**config.mk**
```make
export PLATFORM = sky130hd
export DESIGN_NAME = fsk_astavel_gen
export DESIGN_NICKNAME = d
export VERILOG_FILES = /design/src/rtl/fsk_pkg.sv /design/src/rtl/fsk_astavel_gen.sv
export SDC_FILE = /design/constraint.sdc
export NUM_CORES = 1
export LEC_CHECK = 0
export CAP_MARGIN = 20
export CORE_MARGIN = 5
export CORE_UTILIZATION = 30
export DETAILED_ROUTE_END_ITERATION = 6
export GPL_TIMING_DRIVEN = 0
export PLACE_DENSITY = 0.5
export RECOVER_POWER = 50
export SYNTH_ARGS = -nofsm -noshare
export SYNTH_HDL_FRONTEND = slang
export SYNTH_SLANG_ARGS = --single-unit
export TNS_END_PERCENT = 30
```
**constraint.sdc**
```tcl
create_clock -name clk -period 6.6 [get_ports clk]
set_clock_uncertainty 0.15 [all_clocks]
set_input_delay 0.99 -clock clk [delete_from_list [all_inputs] [get_ports clk]]
set_output_delay 0.99 -clock clk [all_outputs]
set_load 0.005 [all_outputs]
```
**src/rtl/fsk_pkg.sv**
```systemverilog
// fsk_pkg
// Shared definitions for the FSK astable generator: FSM state encoding,
// operating-mode encoding and the default phase-counter width.
package fsk_pkg;

  // FSM state encoding
  localparam logic [1:0] ST_IDLE = 2'd0;
  localparam logic [1:0] ST_LOW  = 2'd1;
  localparam logic [1:0] ST_HIGH = 2'd2;

  // Operating mode
  localparam logic MODE_CONT    = 1'b0;
  localparam logic MODE_ONESHOT = 1'b1;

  // Default width of phase-length inputs and the phase counter
  localparam int CNT_W_DEF = 32;

endpackage : fsk_pkg

```
**src/rtl/fsk_astavel_gen.sv**
```systemverilog
// fsk_astavel_gen
// Square-wave generator with independently programmable low/high phase
// lengths, two selectable tone profiles, continuous and one-shot modes, and
// single-cycle edge ticks.
//
// Ports:
//   clk        rising-edge system clock
//   rst        asynchronous active-high reset
//   en         run enable
//   mode       0 = continuous, 1 = one-shot
//   start      one-shot trigger (only honoured in IDLE with en=1, mode=1)
//   sel        tone profile select
//   low0/high0 profile-0 low/high phase lengths (clk cycles)
//   low1/high1 profile-1 low/high phase lengths (clk cycles)
//   clk_out    generated waveform (registered)
//   rise_tick  pulse in the first high cycle
//   fall_tick  pulse in the first low cycle following a high phase
//   busy       generator is not idle
module fsk_astavel_gen
  import fsk_pkg::*;
#(
  parameter int CNT_W      = CNT_W_DEF,
  parameter bit ONE_AS_MIN = 1'b1
) (
  input  logic             clk,
  input  logic             rst,
  input  logic             en,
  input  logic             mode,
  input  logic             start,
  input  logic             sel,
  input  logic [CNT_W-1:0] low0,
  input  logic [CNT_W-1:0] high0,
  input  logic [CNT_W-1:0] low1,
  input  logic [CNT_W-1:0] high1,
  output logic             clk_out,
  output logic             rise_tick,
  output logic             fall_tick,
  output logic             busy
);

  // Terminal count for a programmed length. A length of 0 becomes either a
  // single cycle or a full 2**CNT_W cycles; in the latter case the terminal
  // value is all-ones and the counter simply runs through its whole range.
  function automatic logic [CNT_W-1:0] last_cnt(input logic [CNT_W-1:0] len);
    if (len == '0) begin
      last_cnt = ONE_AS_MIN ? '0 : '1;
    end else begin
      last_cnt = len - 1'b1;
    end
  endfunction

  logic [1:0]       state_q, state_d;
  logic [CNT_W-1:0] cnt_q, cnt_d;
  logic [CNT_W-1:0] lo_s_q, lo_s_d;
  logic [CNT_W-1:0] hi_s_q, hi_s_d;

  logic clk_out_q, clk_out_d;
  logic rise_q, rise_d;
  logic fall_q, fall_d;
  logic busy_q, busy_d;

  // Profile currently selected on the inputs; only sampled on LOW entry.
  logic [CNT_W-1:0] lo_sel, hi_sel;
  assign lo_sel = sel ? low1  : low0;
  assign hi_sel = sel ? high1 : high0;

  // State and datapath registers
  always_ff @(posedge clk or posedge rst) begin
    if (rst) begin
      state_q <= ST_IDLE;
      cnt_q   <= '0;
      lo_s_q  <= '0;
      hi_s_q  <= '0;
    end else begin
      state_q <= state_d;
      cnt_q   <= cnt_d;
      lo_s_q  <= lo_s_d;
      hi_s_q  <= hi_s_d;
    end
  end

  // Next-state logic
  always_comb begin
    state_d = state_q;
    cnt_d   = cnt_q;
    lo_s_d  = lo_s_q;
    hi_s_d  = hi_s_q;
    case (state_q)
      ST_IDLE: begin
        if (en && (mode == MODE_CONT || start)) begin
          state_d = ST_LOW;
          cnt_d   = '0;
          lo_s_d  = lo_sel;
          hi_s_d  = hi_sel;
        end
      end
      ST_LOW: begin
        if (cnt_q == last_cnt(lo_s_q)) begin
          state_d = ST_HIGH;
          cnt_d   = '0;
        end else begin
          cnt_d = cnt_q + 1'b1;
        end
      end
      ST_HIGH: begin
        if (cnt_q == last_cnt(hi_s_q)) begin
          cnt_d = '0;
          // Mode and enable are only consulted here, at the period boundary,
          // so a period is never truncated.
          if (en && mode == MODE_CONT) begin
            state_d = ST_LOW;
            lo_s_d  = lo_sel;
            hi_s_d  = hi_sel;
          end else begin
            state_d = ST_IDLE;
          end
        end else begin
          cnt_d = cnt_q + 1'b1;
        end
      end
      default: begin
        state_d = ST_IDLE;
        cnt_d   = '0;
      end
    endcase
  end

  // Output logic: decoded from the upcoming state so the registered outputs
  // line up with the state register on the same edge.
  always_comb begin
    clk_out_d = (state_d == ST_HIGH);
    busy_d    = (state_d != ST_IDLE);
    rise_d    = (state_q == ST_LOW)  && (state_d == ST_HIGH);
    fall_d    = (state_q == ST_HIGH) && (state_d != ST_HIGH);
  end

  always_ff @(posedge clk or posedge rst) begin
    if (rst) begin
      clk_out_q <= 1'b0;
      rise_q    <= 1'b0;
      fall_q    <= 1'b0;
      busy_q    <= 1'b0;
    end else begin
      clk_out_q <= clk_out_d;
      rise_q    <= rise_d;
      fall_q    <= fall_d;
      busy_q    <= busy_d;
    end
  end

  assign clk_out   = clk_out_q;
  assign rise_tick = rise_q;
  assign fall_tick = fall_q;
  assign busy      = busy_q;

endmodule : fsk_astavel_gen

```
==> results.json, run 1 <==
{
  "place.gp.congestion": 0.913,
  "synth_xor_area_frac": 0.0580,
  "cts_tree": "done",
  "final-max-slew-violation-count": 105,
  "grt_pass1_wl_mm": 48.3,
  "die_area_sq_mm": 0.0317,
  "antenna_found_initial": 0,
  "initial_core_util": 0.304,
  "gr-total-overflow": 0,
  "ys_seq_area_frac": 0.302,
  "violations": "capacitance limit, slew limit",
  "slew_headroom": -0.937,
  "htreeDepth": 3,
  "synth-seq-cells": 102,
  "ys_warn_count": 0,
  "tns_ns": 0,
  "synth_ff_type": "dfrtp_1",
  "end_kind": "flip-flop",
  "max_freq_mhz": 183,
  "drtIter0Drc": 802,
  "synth_adder_area_share": 0.0103,
  "place_hpwl_mm": 24.5,
  "p_leak_uw": 0.00396,
  "cp.required_ns": 6.67,
  "crit_chain": "buf_6 -> inv_1 -> ha_1 -> nor3b_1 -> nand2_1 -> nor4b_2 -> mux2i_1 -> o22ai_1 -> nand4b_1 -> or4_4 -> nor4_2 -> o21ai_1 -> buf_2 -> buf_2 -> buf_2 -> nand2_1 -> o21ai_1",
  "finalCritPeriodShare": 0.828,
  "syn_area_per_cell_sq_um": 8.00,
  "cts.sinks": 102,
  "cp_top_family": "simple AND/OR/NAND/NOR gates",
  "combPwrFrac": 0.533,
  "worstMarginPinSlew_ns": 2.91,
  "die_w_microns": 178,
  "cts_hold_buf": 0,
  "core_area_sq_mm": 0.0279,
  "grt.total_usage": 0.195,
  "p_sw_uw": 1740,
  "syn_inst": 1058,
  "synthMuxAreaShare": 0.0863,
  "clk_path_buf_depth": 2,
  "hold_ws_ns": 0.385,
  "ios": 138,
  "synth_top_area_frac": 0.302,
  "rsz0062_at_grt": "no",
  "synth_nets": 1199,
  "synth_top_area_cell": "dfrtp_1",
  "synth_compound_area_frac": 0.205,
  "ctsResizeCount": 0,
  "drive_gt1_frac": 0.0512,
  "io_buffers": 136,
  "rows": 61,
  "multiInputGateArea_sq_mm": 0.00544,
  "layout_commonest_cell": "clkdlybuf4s50_1",
  "drtAntennaViolNets": 0,
  "min_from": "lo_s_q[14]$_DFFE_PP0P_",
  "synth_top_family_by_area": "simple AND/OR/NAND/NOR gates",
  "hold_path_depth": 2,
  "cts-buffers-inserted": 9,
  "regArea_sq_mm": 0.00255,
  "r2r_end": "hi_s_q[4]$_DFFE_PP0P_",
  "cp_slowest_stage_delay_ns": 0.59,
  "cp_slowest_cell": "nor4b_2",
  "syn_area_sq_mm": 0.00846,
  "r2r_start": "hi_s_q[0]$_DFFE_PP0P_",
  "nFillCells": 2915,
  "p_sw_frac": 0.479,
  "r2r_slack_ns": 1.13,
  "drt-vias-per-instance": 5.50,
  "hold_viol": 0,
  "fp.dieH_microns": 178,
  "crit_type": "flip-flop to flip-flop",
  "clkLatencyLatePin_ns": 0.37,
  "p_seq_frac": 0.314,
  "drt-total-wl_mm": 31.0,
  "syn2layout_area_growth_pct": 25.3,
  "wl_per_cell_microns": 19.5,
  "cpMostUsedCell": "buf_2",
  "final_cell_mix": "133 x clkdlybuf4s50_1, 123 x nand2_1, 102 x dfrtp_1",
  "worst-path-buf-inv": 5,
  "crit_arrival_ns": 5.53,
  "p_int_uw": 1890,
  "firstDrtPassIters": 6,
  "drc": 0,
  "pwr_density_cell_mw_per_mm2": 342,
  "synth_edf_count": 0,
  "drv_cap": 2,
  "min_path_type": "flip-flop to flip-flop",
  "post-route-min-period_ns": 5.47,
  "cts_root_buffer": "clkbuf_16",
  "power.share.clock": 0.153,
  "finalSetupViolCount": 0,
  "synthTopCellsByArea": "dfrtp_1 30%, mux2i_1 8.6%, nand2_1 5.5%",
  "clkTransAtPathRegs_ns": 0.07,
  "grt_pass1_vias": 8436,
  "fin_nets": 1347,
  "vdd_drop_max_uv": 143,
  "async_flop_share": 1.00,
  "grt_max_degree": 64,
  "synth_cell_types": 84,
  "hold_path_end": "lo_s_q[14]$_DFFE_PP0P_",
  "r2r_cells": 17,
  "cp_max_fo": 10,
  "synthSimpleGateAreaFrac": 0.283,
  "cp-start-kind": "flip-flop",
  "status": "complete, but fails checks",
  "diodes": 0,
  "post-cts-setup-buffers": 0,
  "vias": 8734
}
[Yosys cell counts (all sizes together) (11+ instances only)]
cell type	number
nor3	49
a21oi	28
nand3	43
nand4	15
nor2	67
mux2i	73
dfrtp	102
clkbuf	63
and3	14
xnor2	45
or3	18
inv	32
nand2	123
nor4	34
or4	24
buf	20
o21ai	102
xor2	11
o31ai	14
[per-layer routing]
layer	GRT usage	vias up	routed length, microns
met5	0	-	0
met4	0.0419	0	477
met3	0.0354	27	1910
met2	0.311	316	14200
met1	0.276	4187	14400
li1	-	4204	-
[worst max path at each step]
stage | from | end | slack, ns | cells after the start
6_report | hi_s_q[0]$_DFFE_PP0P_ | hi_s_q[4]$_DFFE_PP0P_ | 1.13 | 17
5_1_grt | rst | hi_s_q[29]$_DFFE_PP0P_ | 0.41 | 3
4_1_cts | hi_s_q[0]$_DFFE_PP0P_ | hi_s_q[4]$_DFFE_PP0P_ | 1.24 | 17
3_5_place_dp | hi_s_q[0]$_DFFE_PP0P_ | hi_s_q[2]$_DFFE_PP0P_ | 1.26 | 17
3_3_place_gp | rst | hi_s_q[26]$_DFFE_PP0P_ | 0.98 | 2
2_1_floorplan | lo_s_q[0]$_DFFE_PP0P_ | cnt_q[2]$_DFFE_PP0N_ | 2.46 | 16
[through the flow]
| step | std cells | setup slack [ns] | utilization | instance area, sq um | power [uW] |
|---|---|---|---|---|---|
| after floorplan | 1058 | 2.46 | - | 8460 | 2430 |
| after global placement | 1572 | 0.978 | 0.370 | 10300 | 3060 |
| after detailed placement | 1573 | 1.26 | 0.371 | 10300 | 3070 |
| after CTS | 1589 | 1.24 | 0.381 | 10600 | 3640 |
| after global routing | 1589 | 0.414 | 0.381 | 10600 | 3920 |
| final | 1589 | 1.13 | 0.381 | 10600 | 3630 |
[worst min-delay path, cell delays in order, from the launching register on]
cell	delay [ns]
dfrtp_1	0.38
nand2_1	0.06
o21ai_1	0.06
[power by group through the flow]
stage | Combinational, uW | Sequential [uW] | Clock [uW]
global route | 2150 | 1180 | 594
floorplan | 1380 | 1040 | 0
detailed placement | 1920 | 1150 | 0
CTS | 1920 | 1140 | 574
finish | 1930 | 1140 | 555
global placement | 1910 | 1150 | 0
[logic make-up after synthesis]
group           after synthesis
flops                       102
buf+inv                     116
mux                          73
xor+xnor                     56
fa+ha+maj                     7
compound gates              260
simple gates                444
[final cells by class]
class                           instances  share of cell area
Tap cell                              378              0.0446
Inverter                               33              0.0118
Sequential cell                       102               0.241
Timing Repair Buffer                  137               0.130
Clock buffer                           11              0.0219
Buffer                                 83              0.0329
Multi-Input combinational cell        840               0.513
Clock inverter                          5             0.00555
[registers in the layout, indices dropped and copies added (netlist names)]
signal and flops:
fall_tick 1, lo_s_q 32, clk_out 1, cnt_q 32, hi_s_q 32, busy 1, state_q 2, rise_tick 1
(Power assumes the default switching activity.)
==> run 2: changes to the inputs <==
==> constraint.sdc (replaced) <==
create_clock -name clk -period 5.3 [get_ports clk]
set_clock_uncertainty 0.15 [all_clocks]
set_input_delay 0.795 -clock clk [delete_from_list [all_inputs] [get_ports clk]]
set_output_delay 0.795 -clock clk [all_outputs]
set_load 0.005 [all_outputs]
==> run 2 against run 1 <==
  * The flow still finishes with violations (capacitance limit, slew limit)
  * Maximum frequency is 9.8% higher
  * Clock power is 25% higher
  * Sequential power is 25% higher
  * Core utilization is 0.22 points higher
  * Largest cell class unchanged
  * Combinational power is 27% higher
  * Clock-buffer cell count stayed put
  * Worst setup slack worse by 0.81 ns
  * Largest power group unchanged
==> results.json, run 2 (synthesis gave the netlist of run 1 again) <==
{
  "tns_ns": 0,
  "drt-vias-per-instance": 5.47,
  "fp.dieH_microns": 178,
  "end_kind": "flip-flop",
  "grt_max_degree": 64,
  "hold_ws_ns": 0.388,
  "fin_nets": 1347,
  "drv_cap": 2,
  "clkLatencyLatePin_ns": 0.36,
  "diodes": 0,
  "top_regs": "cnt_q x32, hi_s_q x32, lo_s_q x32",
  "rows": 61,
  "p_int_uw": 2370,
  "pwr_density_cell_mw_per_mm2": 428,
  "clkTransAtPathRegs_ns": 0.07,
  "cp_slowest_cell": "or4_1",
  "wl_per_cell_microns": 19.5,
  "max_freq_mhz": 201,
  "detailedPlace.worstSlack_ns": -0.0422,
  "slew_headroom": -0.216,
  "cp-start-kind": "flip-flop",
  "syn2layout_area_growth_pct": 26.0,
  "regArea_sq_mm": 0.00255,
  "violations": "capacitance limit, slew limit",
  "cts_tree": "done",
  "p_leak_uw": 0.00397,
  "hold_viol": 0,
  "place.gp.congestion": 0.913,
  "core_area_sq_mm": 0.0279,
  "dp_cells": 1573,
  "grt_pass1_vias": 8440,
  "cp.required_ns": 5.37,
  "cts_hold_buf": 0,
  "crit_arrival_ns": 5.05,
  "finalCritPeriodShare": 0.940,
  "p_sw_uw": 2190,
  "power.share.clock": 0.152,
  "p_sw_frac": 0.480,
  "cts.sinks": 102,
  "final-max-slew-violation-count": 105,
  "multiInputGateArea_sq_mm": 0.00551,
  "die_w_microns": 178,
  "crit_chain": "inv_1 -> ha_1 -> or3b_1 -> or4_1 -> buf_2 -> nor2_1 -> mux2i_1 -> o22ai_1 -> or4_1 -> nor4b_2 -> a21bo_1 -> a21oi_1 -> nand2_1 -> buf_2 -> o21ai_0",
  "nFillCells": 2912,
  "initial_core_util": 0.304,
  "finalSetupViolCount": 0,
  "gr-total-overflow": 0,
  "die_area_sq_mm": 0.0317,
  "p_seq_frac": 0.313,
  "clk_path_buf_depth": 2,
  "firstDrtPassIters": 5,
  "cp_max_fo": 10,
  "vias": 8694,
  "worstMarginPinSlew_ns": 1.81,
  "final_cells": 1589,
  "io_buffers": 136,
  "grt_pass1_wl_mm": 48.4,
  "drive_gt1_frac": 0.0586,
  "place_hpwl_mm": 24.5,
  "vdd_drop_max_uv": 177,
  "cts_root_buffer": "clkbuf_16",
  "grt.total_usage": 0.195,
  "final_cell_mix": "135 x clkdlybuf4s50_1, 122 x nand2_1, 102 x dfrtp_1",
  "ios": 138,
  "utilization": 0.383,
  "drt-total-wl_mm": 31.0,
  "min_path_type": "flip-flop to flip-flop",
  "post-route-min-period_ns": 4.98,
  "drtAntennaViolNets": 0,
  "htreeDepth": 3,
  "crit_type": "flip-flop to flip-flop",
  "layout_commonest_cell": "clkdlybuf4s50_1",
  "fin_ws_ns": 0.321,
  "status": "complete, but fails checks",
  "combPwrFrac": 0.536,
  "cp_slowest_stage_delay_ns": 0.53,
  "drc": 0,
  "cts-buffers-inserted": 9,
  "antenna_found_initial": 0,
  "drtIter0Drc": 800
}
-- run 2: cell count changes in the layout (fill, tap and decap cells not counted), moves of 2 or more --
cell             change
clkdlybuf4s50_1      +2
dlygate4sd3_1        -2
nor3_1               -2
nor3_2               +2
nor3b_1              -2
nor4_4               +2
-- run 2: cell type report --
| class | count | area share |
|---|---|---|
| plain buffers | 83 | 0.0327 |
| clock buffers | 11 | 0.0218 |
| clock inverters | 5 | 0.00551 |
| inverters | 33 | 0.0117 |
| multi-input cells | 840 | 0.516 |
| flip-flops and latches | 102 | 0.239 |
| well taps | 378 | 0.0444 |
| repair buffers | 137 | 0.128 |
-- run 2: through the flow --
step | area (sq um) | power (uW)
after global placement | 10300 | 3810
final | 10700 | 4570
after global routing | 10700 | 4940
after floorplan | 8460 | 3020
after CTS | 10600 | 4530
after detailed placement | 10300 | 3820
-- run 2: path summary, 6_finish.rpt --
path                                         from                      to  depth (start not counted)  slack, ns
setup / recovery            lo_s_q[0]$_DFFE_PP0P_   cnt_q[26]$_DFFE_PP0N_                         15       0.32
hold / removal             lo_s_q[14]$_DFFE_PP0P_  lo_s_q[14]$_DFFE_PP0P_                          2       0.39
setup reg to reg            lo_s_q[0]$_DFFE_PP0P_   cnt_q[26]$_DFFE_PP0N_                         15       0.32
hold reg to reg            lo_s_q[14]$_DFFE_PP0P_  lo_s_q[14]$_DFFE_PP0P_                          2       0.39
max in group asynchronous                     rst   lo_s_q[1]$_DFFE_PP0P_                          3       1.53
min in group asynchronous                     rst          busy$_DFF_PP0_                          2       1.19
-- run 2: repair_timing --
item | in CTS | in global routing
setup buffers | 0 | 0
gates resized for setup | 2 | 10
setup endpoints to repair | 28 | 95
pin swaps | 0 | 0
-- run 2: power groups by stage --
stage	clock network [uW]	registers, uW	logic (uW)
after floorplan	0	1300	1720
after global placement	0	1430	2380
after detailed placement	0	1430	2390
after CTS	714	1420	2400
after global routing	740	1480	2710
final	692	1430	2450
-- run 2: layer usage --
metal  GRT usage  wire, microns
met5           0              0
met4      0.0419            408
met3      0.0354           1870
met2       0.311          14300
met1       0.276          14400
-- run 2: worst max-delay path: cells and delay by family, from the launching register on --
family	cells	cell delay (ns)
multiplexers	1	0.38
adder cells (fa/ha/maj)	1	0.22
buffers and inverters	3	0.59
AND/OR/NAND/NOR	6	2.24
AO/OA/AOI/OAI	4	0.78
flip-flops	1	0.47
